--- src/rtl/mem_access_unit.sv ---
// MEM-stage data access unit: turns the latched EX/MEM access into a single
// request/response bus transaction, stalls the pipeline until it completes,
// extends load data and owns the LL/SC link state.
// Optional watchdog abort is built when MEM_TIMEOUT_EN is defined.
module mem_access_unit #(
  parameter int unsigned TIMEOUT_CYCLES = 256
) (
  input  logic        cpu_clk,
  input  logic        cpu_rst,
  input  logic        valid_in,
  input  logic [31:0] addr_in,
  input  logic [31:0] wdata_in,
  input  logic        mem_re_in,
  input  logic [3:0]  ram_we_in,
  input  logic [2:0]  ram_ext_op_in,
  input  logic        ll_in,
  input  logic        sc_in,
  input  logic        flush_in,
  output logic        bus_req,
  output logic [31:0] bus_addr,
  output logic        bus_we,
  output logic [3:0]  bus_wstrb,
  output logic [31:0] bus_wdata,
  input  logic        bus_gnt,
  input  logic        bus_rvalid,
  input  logic [31:0] bus_rdata,
  output logic        suspend_out,
  output logic        done_out,
  output logic [31:0] load_data_out,
  output logic        sc_result_out,
  output logic        addr_err_out,
  output logic        bus_err_out
);

  typedef enum logic [1:0] {StIdle = 2'd0, StReq = 2'd1, StWait = 2'd2} state_e;

  state_e      state_q, state_d;
  logic [31:0] addr_q, addr_d;
  logic [31:0] wdata_q, wdata_d;
  logic [3:0]  wstrb_q, wstrb_d;
  logic        we_q, we_d;
  logic [2:0]  ext_q, ext_d;
  logic        ll_q, ll_d;
  logic        sc_q, sc_d;
  logic        llbit_q, llbit_d;
  logic [29:0] link_addr_q, link_addr_d;

  logic        acc, mis, link_hit, sc_fail, timeout;
  logic        ld_word, ld_half, st_word, st_half;
  logic [31:0] rshift, ext_data;

  // Ext op only describes loads; stores are sized purely by the byte mask.
  assign acc      = valid_in & (mem_re_in | (|ram_we_in));
  assign ld_word  = mem_re_in & (ram_ext_op_in == 3'd0);
  assign ld_half  = mem_re_in & ((ram_ext_op_in == 3'd3) | (ram_ext_op_in == 3'd4));
  assign st_word  = (ram_we_in == 4'b1111);
  assign st_half  = (ram_we_in == 4'b0011);
  assign mis      = ((ld_half | st_half) & addr_in[0]) |
                    ((ld_word | st_word) & (addr_in[1:0] != 2'b00));
  assign link_hit = llbit_q & (link_addr_q == addr_in[31:2]);
  assign sc_fail  = sc_in & ~link_hit;

  assign bus_addr  = {addr_q[31:2], 2'b00};
  assign bus_we    = we_q;
  assign bus_wstrb = wstrb_q;
  assign bus_wdata = wdata_q;

`ifdef MEM_TIMEOUT_EN
  localparam int unsigned CntW = $clog2(TIMEOUT_CYCLES + 1);

  logic [CntW-1:0] cnt_q, cnt_d;

  // Cycles spent in REQ/WAIT; held at zero while idle so every access starts fresh.
  always_comb begin
    cnt_d = '0;
    if (state_q != StIdle) cnt_d = cnt_q + 1'b1;
  end

  // Watchdog counter register.
  always_ff @(posedge cpu_clk or posedge cpu_rst) begin
    if (cpu_rst) cnt_q <= '0;
    else         cnt_q <= cnt_d;
  end

  assign timeout = (cnt_q == CntW'(TIMEOUT_CYCLES - 1));
`else
  logic unused_timeout_cfg;
  assign unused_timeout_cfg = ^TIMEOUT_CYCLES;
  assign timeout = 1'b0;
`endif

  // Align the addressed lane down to bit 0, then sign/zero extend.
  always_comb begin
    rshift = bus_rdata >> {addr_q[1:0], 3'b000};
    case (ext_q)
      3'd1:    ext_data = {{24{rshift[7]}}, rshift[7:0]};
      3'd2:    ext_data = {24'h0, rshift[7:0]};
      3'd3:    ext_data = {{16{rshift[15]}}, rshift[15:0]};
      3'd4:    ext_data = {16'h0, rshift[15:0]};
      default: ext_data = rshift;
    endcase
  end

  // Next-state, link bookkeeping and all handshake outputs.
  always_comb begin
    state_d       = state_q;
    addr_d        = addr_q;
    wdata_d       = wdata_q;
    wstrb_d       = wstrb_q;
    we_d          = we_q;
    ext_d         = ext_q;
    ll_d          = ll_q;
    sc_d          = sc_q;
    llbit_d       = llbit_q;
    link_addr_d   = link_addr_q;
    bus_req       = 1'b0;
    suspend_out   = 1'b0;
    done_out      = 1'b0;
    load_data_out = 32'h0;
    sc_result_out = 1'b0;
    addr_err_out  = 1'b0;
    bus_err_out   = 1'b0;

    unique case (state_q)
      StIdle: begin
        if (valid_in & (~acc | mis | sc_fail)) begin
          // Non-memory, misaligned or doomed SC: retire without touching the bus.
          done_out     = 1'b1;
          addr_err_out = mis & acc;
        end else if (acc) begin
          suspend_out = 1'b1;
          addr_d      = addr_in;
          wdata_d     = wdata_in << {addr_in[1:0], 3'b000};
          wstrb_d     = ram_we_in << addr_in[1:0];
          we_d        = |ram_we_in;
          ext_d       = ram_ext_op_in;
          ll_d        = ll_in;
          sc_d        = sc_in;
          state_d     = StReq;
        end
      end
      StReq, StWait: begin
        suspend_out = 1'b1;
        if (bus_rvalid & ((state_q == StWait) | bus_gnt)) begin
          // Completion: pipeline advances on this edge.
          bus_req       = (state_q == StReq);
          suspend_out   = 1'b0;
          done_out      = 1'b1;
          load_data_out = ext_data;
          sc_result_out = sc_q;
          state_d       = StIdle;
          if (ll_q) begin
            llbit_d     = 1'b1;
            link_addr_d = addr_q[31:2];
          end
          if (we_q & (sc_q | (addr_q[31:2] == link_addr_q))) llbit_d = 1'b0;
        end else if (timeout) begin
          // Abort; request is withheld so no grant can start a stray transfer.
          suspend_out = 1'b0;
          done_out    = 1'b1;
          bus_err_out = 1'b1;
          llbit_d     = 1'b0;
          state_d     = StIdle;
        end else if (state_q == StReq) begin
          bus_req = 1'b1;
          if (bus_gnt) state_d = StWait;
        end
      end
      default: state_d = StIdle;
    endcase

    if (flush_in) llbit_d = 1'b0;

    // Outputs read as zero for as long as reset is held.
    if (cpu_rst) begin
      bus_req       = 1'b0;
      suspend_out   = 1'b0;
      done_out      = 1'b0;
      load_data_out = 32'h0;
      sc_result_out = 1'b0;
      addr_err_out  = 1'b0;
      bus_err_out   = 1'b0;
    end
  end

  // State and latched-access registers.
  always_ff @(posedge cpu_clk or posedge cpu_rst) begin
    if (cpu_rst) begin
      state_q     <= StIdle;
      addr_q      <= 32'h0;
      wdata_q     <= 32'h0;
      wstrb_q     <= 4'h0;
      we_q        <= 1'b0;
      ext_q       <= 3'd0;
      ll_q        <= 1'b0;
      sc_q        <= 1'b0;
      llbit_q     <= 1'b0;
      link_addr_q <= 30'h0;
    end else begin
      state_q     <= state_d;
      addr_q      <= addr_d;
      wdata_q     <= wdata_d;
      wstrb_q     <= wstrb_d;
      we_q        <= we_d;
      ext_q       <= ext_d;
      ll_q        <= ll_d;
      sc_q        <= sc_d;
      llbit_q     <= llbit_d;
      link_addr_q <= link_addr_d;
    end
  end

endmodule

--- config.mk ---
export PLATFORM = sky130hd
export DESIGN_NAME = mem_access_unit
export DESIGN_NICKNAME = d
export VERILOG_FILES = /design/src/rtl/mem_access_unit.sv
export SDC_FILE = /design/constraint.sdc
export NUM_CORES = 1
export LEC_CHECK = 0
export CAP_MARGIN = 10
export CORE_MARGIN = 2
export CORE_UTILIZATION = 50
export DETAILED_ROUTE_END_ITERATION = 10
export GPL_ROUTABILITY_DRIVEN = 0
export PLACE_DENSITY = 0.84
export SLEW_MARGIN = 20
export SYNTH_ARGS = -nofsm -noshare
export SYNTH_HDL_FRONTEND = slang
export SYNTH_SLANG_ARGS = --single-unit
--- constraint.sdc ---
create_clock -name cpu_clk -period 12.95 [get_ports cpu_clk]
set_input_delay 1.295 -clock cpu_clk [delete_from_list [all_inputs] [get_ports cpu_clk]]
set_output_delay 1.295 -clock cpu_clk [all_outputs]
set_load 0.05 [all_outputs]
# ---- Yosys cells after proc, flatten, opt, wreduce, memory -nomap -nowiden
# Cells that the tools add are included.
dict set report op_classes {
  bitwise 23
  eq_ne 16
  mux 34
  n_reduce_logical 12
  shifts 3
}
# operator n
set ops {}
lappend ops {{32-bit case mux with 4 select lines} 1}
lappend ops {{32-bit 2-to-1 mux} 3}
lappend ops {{30-bit equality test} 2}
lappend ops {{32-bit by 5-bit << shifter with 32-bit output} 1}
lappend ops {{32-bit by 5-bit >> shifter with 32-bit output} 1}
lappend ops {{1-bit 2-to-1 mux} 22}
lappend ops {{1-bit AND} 11}
lappend ops {{2-bit 2-to-1 mux} 5}
lappend ops {{3-bit by 2-bit equality test with 1-bit output, second input constant} 3}
lappend ops {{1-bit bitwise OR} 9}
lappend ops {{3-bit AND reduction} 3}
lappend ops {{3-bit equality test, second input constant} 2}
lappend ops {{3-bit != test, second input constant} 2}
lappend ops {{2-bit nonzero test} 3}
lappend ops {{4-bit by 2-bit equality test with 1-bit output, second input constant} 1}
lappend ops {{4-bit equality test, second input constant} 1}
lappend ops {{2-bit != test, second input constant} 2}
lappend ops {{1-bit case mux with 2 select lines} 2}
lappend ops {{2-bit case mux with 2 select lines} 1}
lappend ops {{4-bit AND reduction} 1}
lappend ops {{4-bit OR reduction} 1}
lappend ops {{4-bit by 2-bit << shifter with 4-bit output} 1}
lappend ops {{3-bit by 1-bit equality test with 1-bit output, second input constant} 1}
lappend ops {{3-bit logical NOT} 1}
lappend ops {{other kinds (6)} 8}
dict set report totals {
  ff_bits 107
  word_cells 98
  output_inout_bits 107
  in_bits 112
}

# ---- Longest topological paths before layout
# Gate-level depths: netlist of run 1.
dict set report depth {
  ltp_word 12
  ltp_mapped 9
  ltp_nobuf 8
}

# ---- Least setup slack after synthesis of run 1
# No wires, ideal clock.
dict set report synth_path {
  path_kind {input -> output}
  start {input cpu_rst}
  end {output load_data_out[5]}
  arrival_time_ns 5.524
  required_ns 11.655
  cell_stages 4
  path_buffers 1
  setup_slack_ns 6.131
  path_cell_list {inv_1 nand2_1 clkbuf_1 a211oi_1}
}
dict set report synth_between {
  elab_chain_cells 1
}
# element line
set synth_lines {}
lappend synth_lines {{from (decl)} 9} ;# input logic cpu_rst,
lappend synth_lines {{32-bit 2-to-1 mux} 175} ;# if (cpu_rst) begin
lappend synth_lines {{to (decl)} 29} ;# output logic [31:0] load_data_out,
# Every way passes these cells.

# ---- Final worst setup path of run 1
dict set report layout_path {
  start {input addr_in[0]}
  end {output suspend_out}
}
dict set report layout_between {
  elab_chain_cells 9
  elab_cells_between_ends 10
  cone_classes {mux (3); bitwise (6); reduce/logical (1)}
}
# element line
set layout_lines {}
lappend layout_lines {{from (decl)} 11} ;# input logic [31:0] addr_in,
lappend layout_lines {{2-bit nonzero test} 59} ;# ((ld_word | st_word) & (addr_in[1:0] != 2'b00));
lappend layout_lines {{1-bit AND} 59}
lappend layout_lines {{1-bit bitwise OR *} 58} ;# assign mis = ((ld_half | st_half) & addr_in[0]) |
lappend layout_lines {{1-bit bitwise OR * (2 in series)} 126} ;# if (valid_in & (~acc | mis | sc_fail)) begin
lappend layout_lines {{1-bit AND *} 126}
lappend layout_lines {{1-bit 2-to-1 mux *} 126}
lappend layout_lines {{1-bit case mux with 2 select lines *} 124} ;# unique case (state_q)
lappend layout_lines {{1-bit 2-to-1 mux *} 175}
lappend layout_lines {{to (decl)} 27} ;# output logic suspend_out,
# Every way passes the cells marked *; elsewhere a longest branch is shown, timed or not.

==> qor.csv, run 1 <==
metric,value,unit
status,finished clean,
Clock Latency Late Sink,0.36,ns
drc violations,0,
DR vias,5256,
vias in the first global route,5311,
Post-synth EDFFs,0,
Worst Path Arrival,4.42,ns
fin. max-slew vios,0,
worst slew pin tran,1.08,ns
CTS Hold Bufs,0,
first-pass GRT wire length,28100,µm
Inserted Diodes,0,
post-synth top area share,38.9,%
"FF+latch count, synth",107,
TritonCTS Buffers,9,
Die Y,121,µm
area after detailed placement,0.00882,mm²
Syn Area/Cell,11.0,µm²
mapped cell area,0.00688,mm²
I/O pin total,219,
Post-synth ARST share,100,%
Post-DRT Antenna Nets,0,
Die W,121,µm
fin area,0.00911,mm²
largest net degree at the start of global routing,87,
die area,0.0147,mm²
RSZ-0062 raised after global routing,false,
post-layout instance count excluding filler cells,976,
DR WL/cell,18.9,µm
number of port buffers,215,
final worst path period need,5.72,ns
placed insts,960,
initial antenna violation count,0,
Worst setup EP type,output pin,
Layout Utilization,68.3,%
CTS Sinks,107,
"commonest non-fill, non-tap cells in the layout","clkdlybuf4s50_1, dfrtp_1, mux2_4",
"most common cell after layout, fill and taps aside",clkdlybuf4s50_1,
PD cells,247,mW/mm²
Fin. Hold Viols,0,
crit path kind,input pin to output pin,
Root Driver,clkbuf_16,
Clock Skews,0.00862,ns
CTS tree,yes,
Worst IR Drop VDD,207,µV
GRT Util Overall,24.8,%
Initial DRC Count,298,
FMAX,0.175,GHz
total number of placement rows,42,
r2r worst-path depth,7,
Post-CTS Setup Repair Bufs,0,
Final WS setup,7.23,ns
"Primary FF master, synth",dfrtp_1,
drt total wl,18400,µm
crit start category,input pin,
Fin Hold WS,0.512,ns
synth warn,0,
layout cells sized above 1,15.8,%
Pwr Total,2.25,mW
Area contributors post-synth,"dfrtp_1, mux2_4, mux2i_1",
Setup TNS,0,ns
H-tree Lvls,3,
Place WS,7.23,ns
Starting Density,51.5,%
CP Data Required Time,11.65,ns
TritonRoute pass-1 iters,4,
synth unique cells,52,
worst-path fanout max,43,
Slew HR,27.8,%
hold crit path type,flop to flop,
# setup viols final,0,
leak pwr,3.83,nW
Clock Tree Buf Depth,2,
Max-Cap Viols,0,
cts repair resizes,0,
register area share after synthesis,38.9,%
DP HPWL,13800,µm
nets,912,
Layout area overhead,32.5,%
Core Box Area,0.0133,mm²
Yosys top cell by area,dfrtp_1,
grt total ovfl,0,
clock-pin slew on the worst setup and hold paths,0.07,ns
fin crit share,44.1,%
vias per inst,5.39,
Hold Crit Depth,1,
Post-Syn Instances,626,
## critical path, stage by stage
cell and delay, ns:
clkdlybuf4s50_1 0.40, buf_4 0.27, nor2_2 0.38, o2bb2ai_1 0.13, a32oi_2 0.32, o2111ai_4 0.22
o21ai_0 0.22, nor3b_1 0.30, clkdlybuf4s50_1 0.86
## final timing paths
check,start,endpoint,slack (ns)
hold reg to reg,bus_we$_DFFE_PP0P_,llbit_q$_DFFE_PP0P_,0.51
max in group asynchronous,cpu_rst,llbit_q$_DFFE_PP0P_,10.51
min in group asynchronous,cpu_rst,bus_wdata[13]$_DFFE_PP0P_,1.38
hold / removal,bus_we$_DFFE_PP0P_,llbit_q$_DFFE_PP0P_,0.51
setup / recovery,addr_in[0],suspend_out,7.23
setup reg to reg,link_addr_q[13]$_DFFE_PP0P_,addr_q[4]$_DFFE_PP0P_,9.43
## cells in the mapped netlist (20+ instances only)
cell      number
mux2i_1       45
a21oi_1       29
mux2_4        61
buf_4         33
mux2_2        33
clkbuf_1      20
a211oi_1      23
nor2_1        51
xor2_1        34
dfrtp_1      107
nand2_1       40
xnor2_1       28
## report_power, final
part / leakage [nW] / switching, mW / internal [mW]
sequential: 1.31 / 0.169 / 0.491
combinational: 2.38 / 0.754 / 0.568
clock: 0.136 / 0.133 / 0.134
## cell type report
type	count	area, µm²
Clock buffer	9	225
Fill cell	997	4230
Clock inverter	7	60.1
Timing Repair Buffer	222	2210
Multi-Input combinational cell	442	3670
Sequential cell	107	2680
Inverter	13	51.3
Tap cell	176	220
## logic make-up after synthesis
family / Yosys count / synth area share (%)
adder cells (fa/ha/maj): 5 / 0.910
buffers and inverters: 79 / 7.90
multiplexers: 139 / 25.3
flip-flops: 107 / 38.9
XOR/XNOR: 62 / 7.90
AO/OA/AOI/OAI: 88 / 8.72
other: 1 / 0.0545
AND/OR/NAND/NOR: 145 / 10.3
## per-layer routing
layer	vias to the layer above	track usage (%)	share of wire (%)
met3	27	7.19	7.3
li1	2495	-	-
met5	-	0	0
met2	186	42.5	50
met4	0	6.47	2.0
met1	2548	30.6	41
## state kept, by name, indices dropped and copies added (netlist names)
signal / cells
addr_q: 32
sc_q: 1
state_q: 2
link_addr_q: 30
bus_we: 1
bus_wdata: 32
ext_q: 3
ll_q: 1
bus_wstrb: 4
llbit_q: 1
No activity file was read; power rests on OpenSTA's default activity.
==> inputs of run 2 (changes only) <==
CORE_UTILIZATION = 43   (was 50)
PLACE_DENSITY = 0.77   (was 0.84)
clock period = 4.6 ns   (was 12.95 ns; I/O delays follow)
==> qor.csv, run 2 (same netlist as run 1, synthesis figures left out) <==
metric,value,unit,change
Fillers,1388,,+39%
Max-Cap Viols,0,,unchanged
post-layout instance count excluding filler cells,1022,,+4.7%
DP HPWL,13600,µm,-1.6%
hold crit path type,flop to flop,,
total number of placement rows,46,,+9.5%
Slew HR,51.0,%,+23 points
Root Driver,clkbuf_16,,
Setup TNS,0,ns,unchanged
CP Data Required Time,4.14,ns,-7.51 ns
initial antenna violation count,0,,unchanged
I/O pin total,219,,unchanged
crit start category,input pin,,
cts repair resizes,0,,unchanged
fin. max-slew vios,0,,unchanged
Clock Skews,0.0120,ns,+0.00341 ns
drt total wl,18000,µm,-2.1%
CTS tree,yes,,
Clock Latency Late Sink,0.36,ns,about the same
CTS Sinks,107,,unchanged
layout cells sized above 1,16.6,%,+0.88 points
placed insts,1006,,+4.8%
fin crit share,85.0,%,
CTS Hold Bufs,0,,unchanged
DR vias,5178,,-1.5%
"most common cell after layout, fill and taps aside",clkdlybuf4s50_1,,
Worst IR Drop VDD,429,µV,+110%
FF/Latch Area,0.00268,mm²,unchanged
"commonest non-fill, non-tap cells in the layout","clkdlybuf4s50_1, dfrtp_1, mux2_4",,
leak pwr,3.88,nW,+1.4%
worst-path fanout max,5,,-88%
vias in the first global route,5043,,-5.0%
Worst setup EP type,output pin,,
drc violations,0,,unchanged
Layout area overhead,34.5,%,
DR WL/cell,17.6,µm,-6.5%
Clock Tree Buf Depth,2,,unchanged
Pwr Total,6.41,mW,+190%
largest net degree at the start of global routing,51,,-41%
crit path kind,input pin to output pin,,
Die W,130,µm,+7.6%
Fin. Hold Viols,0,,unchanged
Worst Path Arrival,3.45,ns,-0.97 ns
clock-pin slew on the worst setup and hold paths,0.06,ns,about the same
Die Y,130,µm,+7.6%
RSZ-0062 raised after global routing,false,,
Inserted Diodes,0,,unchanged
vias per inst,5.07,,-5.9%
H-tree Lvls,3,,unchanged
area of the multi-input gates,0.00366,mm²,-0.20%
TritonCTS Buffers,9,,unchanged
Hold Crit Depth,1,,unchanged
Starting Density,43.6,%,-7.9 points
number of port buffers,215,,unchanged
Core Box Area,0.0158,mm²,+18%
nets,918,,+0.66%
status,finished clean,,
GRT Util Overall,21.1,%,-3.7 points
Post-CTS Setup Repair Bufs,0,,unchanged
Post-DRT Antenna Nets,0,,unchanged
TritonRoute pass-1 iters,4,,unchanged
r2r worst-path depth,7,,unchanged
die area,0.0170,mm²,+16%
final worst path period need,3.91,ns,
worst slew pin tran,0.734,ns,-0.349 ns
first-pass GRT wire length,27600,µm,-2.0%
# setup viols final,0,,unchanged
FMAX,0.256,GHz,
Initial DRC Count,219,,-27%
grt total ovfl,0,,unchanged
PD cells,694,mW/mm²,+180%
## run 2: cell types whose count changed in the layout (fill, tap and decap cells not counted), sizes merged
cell | previous run | this run
buf | 7 | 16
bufinv | 0 | 2
clkbuf | 9 | 11
clkdlybuf4s50 | 215 | 212
clkinv | 1 | 2
clkinvlp | 2 | 1
inv | 17 | 13
## run 2: metrics by stage
step	utilization [%]	hold WS [ns]	area, µm²	setup slack [ns]
3_5_place_dp	56.5	0.494	8910	0.601
6_report	58.6	0.511	9250	0.688
5_1_grt	58.6	0.527	9250	0.381
3_3_place_gp	56.5	0.491	8910	0.606
2_1_floorplan	-	0.476	6890	0.764
4_1_cts	58.6	0.508	9250	0.602
## run 2: critical path, stage by stage
cell and delay (ns):
clkdlybuf4s50_1 0.45, xor2_1 0.18, nor4_1 0.43, nand4_1 0.22, o41a_4 0.45, o21ai_0 0.19
nor3b_1 0.23, clkdlybuf4s50_1 0.84
## run 2: final timing paths
path / from / to / slack [ns]
setup reg to reg: link_addr_q[13]$_DFFE_PP0P_ / addr_q[5]$_DFFE_PP0P_ / 1.88
max in group asynchronous: cpu_rst / link_addr_q[6]$_DFFE_PP0P_ / 2.91
setup / recovery: addr_in[15] / suspend_out / 0.69
min in group asynchronous: cpu_rst / bus_wdata[26]$_DFFE_PP0P_ / 0.70
hold reg to reg: bus_wstrb[1]$_DFFE_PP0P_ / bus_wstrb[1]$_DFFE_PP0P_ / 0.51
hold / removal: bus_wstrb[1]$_DFFE_PP0P_ / bus_wstrb[1]$_DFFE_PP0P_ / 0.51
## run 2: layout make-up
cell class                      count  area share (%)
Multi-Input combinational cell    442            39.6
Sequential cell                   107            29.0
Tap cell                          216            2.92
Clock inverter                      5           0.893
Clock buffer                       11            2.73
Timing Repair Buffer              228            24.3
Inverter                           13           0.568
## run 2: metal layers
metal	routed length, µm	GRT usage (%)
met5	0	0
met1	7540	25.7
met4	167	3.75
met3	1680	7.53
met2	8650	36.5
## run 2: report_power, final
part	total (mW)	internal [mW]	leakage, nW	switching [mW]
Combinational	3.71	1.61	2.40	2.10
Clock	0.854	0.509	0.166	0.345
Sequential	1.85	1.38	1.31	0.466
Total	6.41	3.50	3.88	2.92
==> inputs of run 3 (changes only) <==
CORE_UTILIZATION = 50   (was 43)
PLACE_DENSITY = 0.84   (was 0.77)
clock period = 4.8 ns   (was 4.6 ns; I/O delays follow)
==> qor.csv, run 3 (same netlist as run 1, synthesis figures left out) <==
metric,value,unit,change
cts repair resizes,0,,unchanged
DR WL/cell,19.0,µm,+7.5%
crit path kind,flop to output pin,,
worst-path cell chain,"buf_4, nor2b_1, a21oi_1, o211ai_1, nand3_1, nor2_1, clkdlybuf4s50_1",,
"most common cell after layout, fill and taps aside",clkdlybuf4s50_1,,
CTS tree,yes,,
post-layout instance count excluding filler cells,979,,-4.2%
initial antenna violation count,0,,unchanged
die area,0.0147,mm²,-14%
fin. max-slew vios,0,,unchanged
Starting Density,51.5,%,+7.9 points
CP Buf/Inv Count,2,,unchanged
"commonest non-fill, non-tap cells in the layout","clkdlybuf4s50_1, dfrtp_1, mux2_4",,
top cell family by delay on the critical path,simple AND/OR/NAND/NOR gates,,
placed insts,963,,-4.3%
Inserted Diodes,0,,unchanged
Pwr Total,6.15,mW,-4.2%
Net Sw Power,2.85,mW,-2.2%
Die W,121,µm,-7.0%
CTS Sinks,107,,unchanged
worst-path fanout max,34,,+29
total number of placement rows,42,,-8.7%
Clock Skews,0.0123,ns,+0.000240 ns
layout cells sized above 1,16.1,%,-0.56 points
r2r worst-path depth,7,,unchanged
worst slew pin tran,0.843,ns,+0.109 ns
final worst path period need,4.19,ns,
DP HPWL,14100,µm,+3.8%
cell depth of the worst setup path,7,,-1
switch share,46.4,%,+0.94 points
Setup TNS,0,ns,unchanged
Combinational Power Share,58.8,%,+0.9 points
Worst setup EP type,output pin,,
number of port buffers,215,,unchanged
Clock Latency Late Sink,0.36,ns,about the same
nets,915,,-0.33%
hold crit path type,flop to flop,,
TritonRoute pass-1 iters,5,,+1
Initial DRC Count,379,,+73%
Int Pwr,3.30,mW,-5.8%
CP max stage cell,clkdlybuf4s50_1,,
Hold Crit Depth,1,,unchanged
Die Y,121,µm,-7.0%
grt total ovfl,0,,unchanged
Post-CTS Setup Repair Bufs,0,,unchanged
vias per inst,5.46,,+7.8%
TritonCTS Buffers,9,,unchanged
vias in the first global route,5373,,+6.5%
crit start category,flop,,
CP Data Required Time,4.32,ns,+0.18 ns
Fillers,980,,-29%
Worst IR Drop VDD,442,µV,+3.1%
drt total wl,18600,µm,+3.0%
CP max stage delay,0.85,ns,about the same
status,finished clean,,
Worst Path Arrival,3.71,ns,+0.26 ns
Clock Tree Buf Depth,2,,unchanged
leak pwr,3.85,nW,-0.72%
Max-Cap Viols,0,,unchanged
Post-DRT Antenna Nets,0,,unchanged
RSZ-0062 raised after global routing,false,,
CTS Hold Bufs,0,,unchanged
GRT Util Overall,25.5,%,+4.5 points
part of the power in registers,28.7,%,about the same
Core Box Area,0.0133,mm²,-15%
clock-pin slew on the worst setup and hold paths,0.07,ns,about the same
# setup viols final,0,,unchanged
DR vias,5345,,+3.2%
PD cells,670,mW/mm²,-3.3%
first-pass GRT wire length,29100,µm,+5.6%
largest net degree at the start of global routing,69,,+35%
Layout Utilization,68.7,%,+10 points
clock group share of total power,12.5,%,-0.8 points
Slew HR,43.8,%,-7.2 points
fin crit share,87.3,%,
I/O pin total,219,,unchanged
Root Driver,clkbuf_16,,
drc violations,0,,unchanged
H-tree Lvls,3,,unchanged
Layout area overhead,33.4,%,
FMAX,0.239,GHz,
Fin. Hold Viols,0,,unchanged
run 3: layout make-up:
cell class / count / area (µm²) / area share [%]
multi-input cells: 442 / 3660 / 40.0
flip-flops and latches: 107 / 2680 / 29.2
repair buffers: 225 / 2250 / 24.5
clock buffers: 11 / 243 / 2.65
well taps: 176 / 220 / 2.40
clock inverters: 5 / 66.3 / 0.723
inverters: 13 / 52.6 / 0.573
run 3: final timing paths:
check	from	endpoint	slack, ns
min in group asynchronous	cpu_rst	bus_wdata[31]$_DFFE_PP0P_	0.79
worst max-delay path	addr_q[1]$_DFFE_PP0P_	load_data_out[28]	0.61
worst min-delay path	bus_we$_DFFE_PP0P_	llbit_q$_DFFE_PP0P_	0.50
worst min register to register	bus_we$_DFFE_PP0P_	llbit_q$_DFFE_PP0P_	0.50
worst max register to register	link_addr_q[28]$_DFFE_PP0P_	addr_q[5]$_DFFE_PP0P_	1.90
max in group asynchronous	cpu_rst	addr_q[22]$_DFFE_PP0P_	3.34
run 3: power by group through the flow:
stage | Combinational, mW | Sequential [mW] | Clock (mW)
after floorplan | 2.34 | 2.14 | 0
after global placement | 3.55 | 1.74 | 0
after detailed placement | 3.61 | 1.78 | 0
after CTS | 3.62 | 1.77 | 0.786
after global routing | 3.80 | 1.84 | 0.826
final | 3.61 | 1.77 | 0.768
run 3: through the flow:
stage / hold slack [ns] / cell area (µm²) / setup WS, ns
after detailed placement: 0.492 / 8860 / 0.703
after global placement: 0.497 / 8860 / 0.920
after floorplan: 0.476 / 6890 / 0.924
final: 0.497 / 9170 / 0.608
after global routing: 0.526 / 9170 / 0.412
after CTS: 0.498 / 9170 / 0.610
run 3: per-layer routing:
layer | global-route usage (%) | share of wire, %
met5 | 0 | 0
met4 | 7.54 | 2.3
met3 | 7.05 | 8.1
met2 | 44.1 | 49
met1 | 31.2 | 40
